File: src/rtl/program_counter_pkg.sv
// Shared instruction definitions for the sequencing stage: field positions, PC width and opcodes.
package program_counter_pkg;

    localparam int unsigned PC_WIDTH    = 16;
    localparam int unsigned INSTR_WIDTH = 24;
    localparam int unsigned OP_MSB      = 23;
    localparam int unsigned OP_LSB      = 16;
    localparam int unsigned OPR_MSB     = 15;
    localparam int unsigned OPR_LSB     = 0;

    typedef enum logic [7:0] {
        OpNop = 8'h00,
        OpLd  = 8'h01,
        OpLdi = 8'h02,
        OpSt  = 8'h03,
        OpAdd = 8'h04,
        OpInc = 8'h05,
        OpDec = 8'h06,
        OpJmp = 8'h07,
        OpJma = 8'h08,
        OpCll = 8'h09,
        OpRet = 8'h0A,
        OpRst = 8'h0B
    } opcode_e;

endpackage

File: src/rtl/program_counter_ret_stack.sv
// Return-address stack for CLL/RET: storage, depth counter and the optional overflow/underflow
// guard (enabled by defining PC_STACK_GUARD_EN).
module ret_stack
    import program_counter_pkg::*;
#(
    parameter int unsigned STACK_DEPTH = 8,
    parameter int unsigned SP_WIDTH    = 3
) (
    input  logic                clk_i,
    input  logic                rst_i,
    input  logic                en_i,
    input  logic                push_i,
    input  logic                pop_i,
    input  logic                clear_i,
    input  logic [PC_WIDTH-1:0] push_data_i,
    output logic [PC_WIDTH-1:0] top_o,
    output logic [SP_WIDTH:0]   depth_o,
    output logic                trip_o,
    output logic                fault_o
);

    logic [PC_WIDTH-1:0] mem_q [STACK_DEPTH];
    logic [SP_WIDTH:0]   depth_q, depth_d;
    logic [SP_WIDTH-1:0] sp_lo, rd_idx;
    logic                do_push, do_pop;

    // Pointer arithmetic is modulo STACK_DEPTH on the low bits, so a full stack writes entry 0
    // and an empty one reads entry STACK_DEPTH-1 when the guard is absent.
    assign sp_lo   = depth_q[SP_WIDTH-1:0];
    assign rd_idx  = sp_lo - SP_WIDTH'(1);
    assign top_o   = mem_q[rd_idx];
    assign depth_o = depth_q;
    assign do_push = en_i & push_i & ~trip_o;
    assign do_pop  = en_i & pop_i & ~trip_o;

`ifdef PC_STACK_GUARD_EN
    logic fault_q;
    logic full, empty;

    assign full    = (depth_q == (SP_WIDTH+1)'(STACK_DEPTH));
    assign empty   = (depth_q == '0);
    assign trip_o  = (push_i & full) | (pop_i & empty);
    assign fault_o = fault_q;

    always_ff @(posedge clk_i) begin
        if (rst_i) begin
            fault_q <= 1'b0;
        end else if (en_i && trip_o) begin
            fault_q <= 1'b1;
        end
    end
`else
    assign trip_o  = 1'b0;
    assign fault_o = 1'b0;
`endif

    always_comb begin
        depth_d = depth_q;
        if (en_i && clear_i) begin
            depth_d = '0;
        end else if (do_push) begin
            depth_d = {1'b0, sp_lo} + (SP_WIDTH+1)'(1);
        end else if (do_pop) begin
            depth_d = {1'b0, rd_idx};
        end
    end

    always_ff @(posedge clk_i) begin
        if (rst_i) begin
            depth_q <= '0;
            for (int i = 0; i < int'(STACK_DEPTH); i++) begin
                mem_q[i] <= '0;
            end
        end else begin
            depth_q <= depth_d;
            if (do_push) begin
                mem_q[sp_lo] <= push_data_i;
            end
        end
    end

endmodule

File: src/rtl/program_counter.sv
// Program counter with control-flow decode (JMP/JMA/CLL/RET/RST) and a return-address stack.
// Optional stack guard: define PC_STACK_GUARD_EN.
module program_counter
    import program_counter_pkg::*;
#(
    parameter int unsigned STACK_DEPTH = 8,
    parameter int unsigned SP_WIDTH    = 3
) (
    input  logic                   clk_i,
    input  logic                   rst_i,
    input  logic                   en_i,
    input  logic [INSTR_WIDTH-1:0] instr_i,
    input  logic                   acc_nz_i,
    output logic [PC_WIDTH-1:0]    pc_o,
    output logic [SP_WIDTH:0]      depth_o,
    output logic                   fault_o
);

    opcode_e             op;
    logic [PC_WIDTH-1:0] opr;
    logic [PC_WIDTH-1:0] pc_q, pc_d, pc_inc, stack_top;
    logic                active, trip;

    assign op     = opcode_e'(instr_i[OP_MSB:OP_LSB]);
    assign opr    = instr_i[OPR_MSB:OPR_LSB];
    assign pc_inc = pc_q + PC_WIDTH'(1);
    // A latched fault halts the unit exactly like a stall.
    assign active = en_i & ~fault_o;
    assign pc_o   = pc_q;

    ret_stack #(
        .STACK_DEPTH(STACK_DEPTH),
        .SP_WIDTH   (SP_WIDTH)
    ) u_ret_stack (
        .clk_i      (clk_i),
        .rst_i      (rst_i),
        .en_i       (active),
        .push_i     (op == OpCll),
        .pop_i      (op == OpRet),
        .clear_i    (op == OpRst),
        .push_data_i(pc_inc),
        .top_o      (stack_top),
        .depth_o    (depth_o),
        .trip_o     (trip),
        .fault_o    (fault_o)
    );

    always_comb begin
        pc_d = pc_q;
        if (active && !trip) begin
            case (op)
                OpJmp:   pc_d = opr;
                OpJma:   pc_d = acc_nz_i ? opr : pc_inc;
                OpCll:   pc_d = opr;
                OpRet:   pc_d = stack_top;
                OpRst:   pc_d = '0;
                default: pc_d = pc_inc;
            endcase
        end
    end

    always_ff @(posedge clk_i) begin
        if (rst_i) begin
            pc_q <= '0;
        end else begin
            pc_q <= pc_d;
        end
    end

endmodule
File: config.mk
export PLATFORM = sky130hd
export DESIGN_NAME = program_counter
export DESIGN_NICKNAME = d
export VERILOG_FILES = /design/src/rtl/program_counter_pkg.sv /design/src/rtl/program_counter_ret_stack.sv /design/src/rtl/program_counter.sv
export SDC_FILE = /design/constraint.sdc
export NUM_CORES = 1
export LEC_CHECK = 0
export CAP_MARGIN = 20
export CORE_MARGIN = 2
export CORE_UTILIZATION = 50
export CTS_BUF_LIST = sky130_fd_sc_hd__clkbuf_8 sky130_fd_sc_hd__clkbuf_16
export CTS_CLUSTER_DIAMETER = 150
export DETAILED_ROUTE_END_ITERATION = 12
export PLACE_DENSITY = 0.75
export REMOVE_ABC_BUFFERS = 1
export SKIP_LAST_GASP = 1
export SLEW_MARGIN = 20
export SYNTH_ARGS = -nofsm -noshare
export SYNTH_HDL_FRONTEND = slang
export SYNTH_HIERARCHICAL = 1
export SYNTH_SLANG_ARGS = --single-unit
File: constraint.sdc
create_clock -name clk_i -period 7.25 [get_ports clk_i]
set_input_delay 1.8125 -clock clk_i [delete_from_list [all_inputs] [get_ports clk_i]]
set_output_delay 1.8125 -clock clk_i [all_outputs]
set_load 0.005 [all_outputs]
==> flow_metrics.tcl, run 1 <==
set metrics [dict create \
    dpl.hpwl_um 12500 \
    antenna_found_initial 0 \
    htree_num_levels 4 \
    status "completed" \
    setup_viol 0 \
    grt_start_max_net_pins 41 \
    syn-instance-count 558 \
    wl_per_cell_um 23.6 \
    drtPass1Iterations 7 \
    hold_end "u_ret_stack/depth_o[3]" \
    clk_path_buf_depth 2 \
    syn2layout_area_growth_pct 14.4 \
    post-place-ws_ns 1.75 \
    synth_seq_cells 148 \
    num_io_pins 49 \
    worst_ep_arrival_time_ns 5.18 \
    viasPerCell 6.06 \
    min_path_type "reg -> reg" \
    postLayoutCellArea_sq_mm 0.00861 \
    cts_buffers 17 \
    maxCapViolCount 0 \
    grt_use_total 0.244 \
    yosysUniqueCellTypes 61 \
    clk_pin_slew_ns 0.05 \
    drcViolationCount 0 \
    num_antenna_cells 0 \
    routed_wl_um 18800 \
    ff2ff_setup_slack_ns 3.48 \
    clk_latency_ns 0.43 \
    synth_edf_count 128 \
    skew_ns 0.0134 \
    grt_use_met1 0.320 \
    cts_setup_buffers 0 \
    synth_commonest_cells "and2_1, edfxtp_1, mux4_2, nor2_1, dfxtp_1" \
    p_leak_nw 3.07 \
    fin_crit_sh 0.705 \
    ir_worst_vdd_mv 0.190 \
    drv_slew 0 \
    layout_min_cycle_time_ns 5.11 \
    grt_pass1_wl_um 28500 \
    synthTopCellsByArea "edfxtp_1, and2_1, mux4_2" \
    max_slew_margin 0.222 \
    finalHoldViolCount 0 \
    gp_congestion 0.891 \
    met2_usage 0.400 \
    powerDensity_mw_per_mm2 212 \
    die_w_um 127 \
    hold_depth 2 \
    fin_cells 796 \
    io_buffer_count 47 \
    crit_fanout 17 \
    placed_area_sq_mm 0.00809 \
    dp.cells 764 \
    vias 4820 \
    tns_ns 0 \
    cp.required_ns 7.32 \
    fin_nets 630 \
    crit_chain "clkdlybuf4s50_1 -> or4_4 -> nor2_4 -> nand2_1 -> nor2_1 -> nand4b_2 -> nor3_2 -> or2_2" \
    cts_tree "built" \
    grt_most_used_layer "met2" \
    layout-drive-gt1-share 0.181 \
    async_flop_share 0 \
    num_rows 44 \
    overflow 0 \
    cts.sinks 148 \
    finalWorstSetupSlack_ns 2.14 \
    endpoint_kind "register" \
    slowest_delay_ns 0.77 \
    worstHoldStart "u_ret_stack/depth_o[3]" \
    syn_area_sq_mm 0.00753 \
    worstRegToRegCells 12 \
    ant_nets 0 \
    yosysSeqAreaShare 0.564 \
    cts_resized 0 \
    start_util 0.514 \
    max_freq_mhz 196 \
    hold_buffers 0 \
    r2r_end "pc_o[14]" \
    ys.flop_type "edfxtp_1" \
    criticalPathCategory "in -> reg" \
    die_area_sq_mm 0.0160 \
    rsz0062_at_grt "false" \
    yosys.cell_count.top_type "and2_1" \
    drt_iter0_drc 463 \
    syn_area_per_cell_sq_um 13.5 \
    critPathSlowestCell "nor3_2" \
    yosysTopAreaCell "edfxtp_1" \
    yosysWarnings 6 \
    rr_startpoint "u_ret_stack/depth_o[0]" \
    grt_pass1_vias 4808 \
    cts_root_buf "clkbuf_16" \
    met3_usage 0.0531 \
    core_sq_mm 0.0146 \
    die_h_um 127 \
    holdWs_ns 0.539 \
    yosysTopAreaCellShare 0.511 \
    worst_pin_slew_ns 1.17 \
    cp-start-kind "primary input" \
]
cell families (layout without fill, tap and decap cells):
logic type | after synthesis | in the layout | synth area share
adders and majority gates | 3 | 3 | 0.00499
buffers and inverters | 39 | 92 | 0.0303
and+or+nand+nor | 242 | 242 | 0.200
AOI/OAI and AO/OA | 59 | 59 | 0.0582
muxes | 50 | 50 | 0.122
DFF | 148 | 148 | 0.564
other | 1 | 2 | 0.000498
xor gates and xnor gates | 16 | 16 | 0.0196
critical path: cells and delay by family:
family,cells,cell delay (ns)
buf+inv,1,0.40
simple gates,7,2.94
state kept, by name (all words and copies together) (netlist names):
name and cells:
u_ret_stack/depth_o 4, u_ret_stack/mem_q 128, pc_o 16
power by group:
group / switching (mW) / internal (mW)
combinational: 0.0519 / 0.0401
sequential: 0.0114 / 0.949
clock: 0.320 / 0.456
placed cells by master, fill, tap and decap left out, drive strengths merged, types with 4 or more instances in the layout:
| cell type | synthesis | layout |
|---|---|---|
| a221oi | 6 | 6 |
| buf | 18 | 8 |
| nor3 | 14 | 14 |
| nand3 | 8 | 8 |
| a221o | 5 | 5 |
| inv | 5 | 13 |
| mux4 | 32 | 32 |
| and3 | 5 | 5 |
| xor2 | 4 | 4 |
| dfxtp | 20 | 20 |
| a21oi | 15 | 15 |
| nor2 | 27 | 27 |
| or2 | 7 | 7 |
| nor2b | 5 | 5 |
| clkdlybuf4s50 | 0 | 47 |
| o21ai | 10 | 10 |
| clkbuf | 16 | 17 |
| clkinv | 0 | 5 |
| nand2 | 17 | 17 |
| edfxtp | 128 | 128 |
| nand2b | 9 | 9 |
| a22oi | 4 | 4 |
| mux2 | 16 | 16 |
| nand4 | 4 | 4 |
| and2 | 131 | 131 |
| xnor2 | 12 | 12 |
per-stage QoR:
step                 util  power (mW)
global route        0.588        1.88
CTS                 0.587        1.84
finish              0.588        1.83
global placement    0.552        1.06
detailed placement  0.552        1.07
floorplan               -        1.02
metal layers:
layer  share of wire  up-vias  wire length [um]
li1                -     2153                 -
met1            0.41     2410              7680
met2            0.50      222              9360
met3           0.072       35              1350
met4           0.023        0               436
met5               0        -                 0
worst max-delay path by stage:
stage | start | end | slack (ns) | cells after the start
finish | instr_i[21] | u_ret_stack/mem_q[4][3] | 2.14 | 8
global route | instr_i[21] | u_ret_stack/mem_q[4][6] | 1.90 | 8
CTS | instr_i[21] | u_ret_stack/mem_q[5][0] | 2.22 | 8
detailed placement | instr_i[21] | u_ret_stack/mem_q[4][2] | 1.75 | 8
global placement | instr_i[21] | u_ret_stack/mem_q[0][15] | 1.83 | 8
floorplan | instr_i[21] | u_ret_stack/mem_q[7][0] | 2.91 | 6
cell type report:
cell class,instances,area [sq um]
multi-input cells,372,3070
well taps,184,230
clock buffers,17,425
clock inverters,15,91.3
repair buffers,55,531
inverters,5,18.8
fillers,1162,6030
flip-flops and latches,148,4250
Note: power is estimated with default switching activity, not from simulation.
==> inputs of run 2 (changes only) <==
--- a/config.mk
+++ b/config.mk
@@ -11,7 +11,7 @@
 export CTS_BUF_LIST = sky130_fd_sc_hd__clkbuf_8 sky130_fd_sc_hd__clkbuf_16
 export CTS_CLUSTER_DIAMETER = 150
 export DETAILED_ROUTE_END_ITERATION = 12
-export PLACE_DENSITY = 0.75
+export PLACE_DENSITY = 0.78
 export REMOVE_ABC_BUFFERS = 1
 export SKIP_LAST_GASP = 1
 export SLEW_MARGIN = 20
==> constraint.sdc (replaced) <==
create_clock -name clk_i -period 4.45 [get_ports clk_i]
set_input_delay 1.1125 -clock clk_i [delete_from_list [all_inputs] [get_ports clk_i]]
set_output_delay 1.1125 -clock clk_i [all_outputs]
set_load 0.005 [all_outputs]
==> run 2 against run 1 <==
Compared with the run above: combinational power rose by 64%; die area did not move; final cell count rose by 1.5%; largest power group unchanged.
==> flow_metrics.tcl, run 2 (synthesis results as in run 1) <==
set metrics [dict create \
    largest_reg_flops 128 \
    num_antenna_cells 0 \
    wl_per_cell_um 23.1 \
    top_register "u_ret_stack/mem_q" \
    worst_ep_arrival_time_ns 3.49 \
    hold_depth 2 \
    vias 4966 \
    status "completed" \
    min_path_type "reg -> reg" \
    overflow 0 \
    powerDensity_mw_per_mm2 352 \
    cts_root_buf "clkbuf_16" \
    startpoint "instr_i[21]" \
    cp-start-kind "primary input" \
    rsz0062_at_grt "false" \
    htree_num_levels 4 \
    max_slew_margin 0.305 \
    grt_use_total 0.244 \
    fin_crit_sh 0.765 \
    layout.area.seq_sq_mm 0.00425 \
    endpoint_kind "register" \
    grt_pass1_wl_um 28800 \
    gp_congestion 0.874 \
    layout_commonest_cell "and2_1" \
    cp-endpoint "u_ret_stack/mem_q[2][10]" \
    core_sq_mm 0.0146 \
    cts_buffers 17 \
    fill_cells 1128 \
    multi_input_area_sq_mm 0.00306 \
    p_leak_nw 3.11 \
    layout_common_cells "and2_1, edfxtp_1, clkdlybuf4s50_1, mux4_2, nor2_1" \
    routed_wl_um 18600 \
    die_w_um 127 \
    fin_util 0.597 \
    drv_slew 0 \
    cp.required_ns 4.53 \
    hold_buffers 0 \
    worst_pin_slew_ns 1.03 \
    criticalPathCategory "in -> reg" \
    num_rows 44 \
    cts_setup_buffers 0 \
    die_area_sq_mm 0.0160 \
    met2_length_um 8830 \
    fin_total_pwr_mw 3.08 \
    clk_latency_ns 0.43 \
    grt_pass1_vias 5037 \
    fin_nets 642 \
    tns_ns 0 \
    syn2layout_area_growth_pct 16.2 \
    cts_tree "built" \
    io_buffer_count 47 \
    start_util 0.514 \
    crit_fanout 17 \
    placed_area_sq_mm 0.00818 \
    postLayoutCellArea_sq_mm 0.00875 \
    antenna_found_initial 0 \
    worstRegToRegCells 11 \
    die_h_um 127 \
    ir_worst_vdd_mv 0.277 \
    layout_min_cycle_time_ns 3.41 \
    viasPerCell 6.15 \
    maxCapViolCount 0 \
    r2r_end "pc_o[14]" \
    ant_nets 0 \
    num_io_pins 49 \
    layout-drive-gt1-share 0.210 \
    grt_start_max_net_pins 39 \
    drcViolationCount 0 \
    ff2ff_setup_slack_ns 1.59 \
    route.met3.wl_um 2030 \
    rr_startpoint "u_ret_stack/depth_o[1]" \
    top_layer_used "met4" \
    finalHoldViolCount 0 \
    cts.sinks 148 \
    skew_ns 0.00896 \
    wl_met1_um 7470 \
    drt_iter0_drc 507 \
    clk_path_buf_depth 2 \
    cts_resized 0 \
    dpl.hpwl_um 12700 \
    setup_viol 0 \
    max_freq_mhz 294 \
    drtPass1Iterations 5 \
    clk_pin_slew_ns 0.06 \
]
## run 2: cell types whose count changed in the layout (fill, tap and decap cells not counted), sizes merged
cell	delta
buf	+12
clkbuf	+3
clkinvlp	+4
inv	-7
## run 2: report_power, final
group / internal [mW] / switching (mW) / leakage (nW)
clock: 0.810 / 0.557 / 0.270
sequential: 1.55 / 0.0192 / 1.48
combinational: 0.0665 / 0.0848 / 1.36
total: 2.42 / 0.661 / 3.11
## run 2: cell type report
| cell class | instances | area share |
|---|---|---|
| clock buffers | 20 | 0.0533 |
| repair buffers | 67 | 0.0709 |
| well taps | 184 | 0.0263 |
| inverters | 5 | 0.00215 |
| clock inverters | 12 | 0.0120 |
| flip-flops and latches | 148 | 0.485 |
| multi-input cells | 372 | 0.350 |
## run 2: worst min path at each step
stage	startpoint	end	slack, ns
6_report	u_ret_stack/depth_o[3]	u_ret_stack/depth_o[3]	0.49
5_1_grt	u_ret_stack/depth_o[3]	u_ret_stack/depth_o[3]	0.54
4_1_cts	u_ret_stack/depth_o[3]	u_ret_stack/depth_o[3]	0.50
3_5_place_dp	u_ret_stack/depth_o[3]	u_ret_stack/depth_o[3]	0.49
3_3_place_gp	u_ret_stack/depth_o[3]	u_ret_stack/depth_o[3]	0.49
2_1_floorplan	u_ret_stack/depth_o[3]	u_ret_stack/depth_o[3]	0.48
## run 2: critical path: stages
cell             delay, ns
clkdlybuf4s50_1       0.40
or4_4                 0.61
nor2_4                0.15
nand2_1               0.07
nor2_1                0.09
buf_4                 0.18
nand4bb_4             0.16
nor2_2                0.13
buf_4                 0.19
or2_2                 0.38
## run 2: metrics by stage
step / instances / hold slack [ns] / setup WS (ns)
floorplan: 525 / 0.480 / 0.133
global placement: 776 / 0.486 / 0.661
detailed placement: 776 / 0.488 / 0.608
CTS: 808 / 0.502 / 1.05
global route: 808 / 0.537 / 0.881
finish: 808 / 0.494 / 1.04
## run 2: routing by layer
metal | up-vias | global-route usage
met5 | - | 0
met2 | 293 | 0.383
li1 | 2180 | -
met1 | 2461 | 0.327
met3 | 32 | 0.0654
met4 | 0 | 0.0963
==> inputs of run 3 (changes only) <==
--- a/config.mk
+++ b/config.mk
@@ -11,7 +11,7 @@
 export CTS_BUF_LIST = sky130_fd_sc_hd__clkbuf_8 sky130_fd_sc_hd__clkbuf_16
 export CTS_CLUSTER_DIAMETER = 150
 export DETAILED_ROUTE_END_ITERATION = 12
-export PLACE_DENSITY = 0.78
+export PLACE_DENSITY = 0.75
 export REMOVE_ABC_BUFFERS = 1
 export SKIP_LAST_GASP = 1
 export SLEW_MARGIN = 20
==> constraint.sdc (replaced) <==
create_clock -name clk_i -period 3.4 [get_ports clk_i]
set_input_delay 0.85 -clock clk_i [delete_from_list [all_inputs] [get_ports clk_i]]
set_output_delay 0.85 -clock clk_i [all_outputs]
set_load 0.005 [all_outputs]
==> run 3 against run 2 <==
Compared with the run above: design area rose by 2.0%; flip-flop and latch count did not move; worst hold slack improved by 0.012 ns; utilization rose by 1.2 points; non-clock buffer count rose by 16; first-iteration DRC count fell by 7.1%; global-route usage rose by 0.48 points; wire length rose by 1.2%; sequential power rose by 31%.
==> flow_metrics.tcl, run 3 (synthesis results as in run 1) <==
set metrics [dict create \
    dpl.hpwl_um 13600 \
    finalHoldViolCount 0 \
    antenna_found_initial 0 \
    cts_tree "built" \
    cp.required_ns 3.47 \
    num_antenna_cells 0 \
    syn2layout_area_growth_pct 18.5 \
    grt_use_total 0.248 \
    fin_crit_sh 0.868 \
    p_leak_nw 3.24 \
    routed_wl_um 18900 \
    largest_reg_flops 128 \
    fill_cells 1135 \
    ant_nets 0 \
    grt_pass1_wl_um 29000 \
    cts_root_buf "clkbuf_16" \
    tns_ns 0 \
    vias 4867 \
    gp_congestion 0.901 \
    hold_buffers 0 \
    grt_start_max_net_pins 40 \
    crit_fanout 16 \
    overflow 0 \
    fin_nets 658 \
    cts_resized 0 \
    clk_pin_slew_ns 0.06 \
    worst_ep_arrival_time_ns 3.02 \
    layout-drive-gt1-share 0.217 \
    setup_viol 0 \
    num_rows 44 \
    viasPerCell 5.91 \
    drv_slew 0 \
    die_w_um 127 \
    worst_pin_slew_ns 0.808 \
    max_freq_mhz 339 \
    start_util 0.514 \
    endpoint_kind "register" \
    core_sq_mm 0.0146 \
    status "completed" \
    skew_ns 0.00970 \
    clk_path_buf_depth 2 \
    drtPass1Iterations 5 \
    min_path_type "reg -> reg" \
    cts_buffers 17 \
    maxCapViolCount 0 \
    layout_common_cells "and2_1, edfxtp_1, clkdlybuf4s50_1, mux4_2, buf_4" \
    die_h_um 127 \
    layout_min_cycle_time_ns 2.95 \
    drt_iter0_drc 471 \
    htree_num_levels 4 \
    top_register "u_ret_stack/mem_q" \
    clk_latency_ns 0.42 \
    grt_pass1_vias 5164 \
    wl_per_cell_um 22.9 \
    io_buffer_count 47 \
    die_area_sq_mm 0.0160 \
    cp-start-kind "primary input" \
    fin_total_pwr_mw 3.95 \
    powerDensity_mw_per_mm2 443 \
    criticalPathCategory "in -> reg" \
    layout_commonest_cell "and2_1" \
    cts.sinks 148 \
    rsz0062_at_grt "false" \
    ir_worst_vdd_mv 0.340 \
    fin_util 0.609 \
    drcViolationCount 0 \
    num_io_pins 49 \
    cts_setup_buffers 0 \
    max_slew_margin 0.461 \
]
-- run 3: cell types whose count changed in the layout (fill, tap and decap cells not counted) --
cell / before / now
buf_4: 20 / 29
clkinv_4: 1 / 0
clkinvlp_4: 5 / 1
inv_1: 5 / 12
clkinv_1: 0 / 1
clkinv_2: 4 / 3
clkbuf_8: 3 / 2
buf_12: 0 / 7
inv_6: 1 / 0
-- run 3: routing by layer --
layer | GRT usage | vias to the layer above | routed length, um
met5 | 0 | - | 0
met4 | 0.134 | 0 | 793
met3 | 0.0569 | 59 | 1310
met2 | 0.416 | 214 | 9640
met1 | 0.301 | 2384 | 7120
li1 | - | 2210 | -
-- run 3: area by class of cell --
class	instances	area [sq um]	area share
inverters	5	18.8	0.00210
clock inverters	13	82.6	0.00926
well taps	184	230	0.0258
flip-flops and latches	148	4250	0.476
multi-input cells	372	3060	0.343
repair buffers	83	828	0.0929
clock buffers	19	453	0.0508
-- run 3: critical path: stages --
cell             delay, ns
clkdlybuf4s50_1       0.40
or4_4                 0.55
nor2_4                0.14
nand2_1               0.06
nor2_1                0.09
buf_4                 0.18
nand4bb_4             0.16
nor3_2                0.18
or2_2                 0.41
-- run 3: per-stage QoR --
step / worst slack (ns) / hold WS (ns) / cells / instance area, sq um
2_1_floorplan: -0.917 / 0.480 / 525 / 7320
3_3_place_gp: 0.0756 / 0.481 / 792 / 8380
3_5_place_dp: 0.0307 / 0.498 / 792 / 8380
4_1_cts: 0.467 / 0.511 / 824 / 8920
5_1_grt: 0.293 / 0.528 / 824 / 8920
6_report: 0.448 / 0.507 / 824 / 8920
-- run 3: worst paths after layout --
check | cells past startpoint | slack [ns] | endpoint | startpoint
setup reg to reg | 9 | 0.54 | pc_o[14] | u_ret_stack/depth_o[0]
setup / recovery | 9 | 0.45 | u_ret_stack/mem_q[0][10] | instr_i[21]
hold reg to reg | 2 | 0.51 | u_ret_stack/depth_o[3] | u_ret_stack/depth_o[3]
hold / removal | 2 | 0.51 | u_ret_stack/depth_o[3] | u_ret_stack/depth_o[3]
-- run 3: power breakdown --
| part | internal (mW) | total [mW] | switching [mW] |
|---|---|---|---|
| Combinational | 0.106 | 0.218 | 0.112 |
| Sequential | 2.02 | 2.05 | 0.0264 |
| Clock | 1.02 | 1.68 | 0.664 |
| Total | 3.15 | 3.95 | 0.802 |
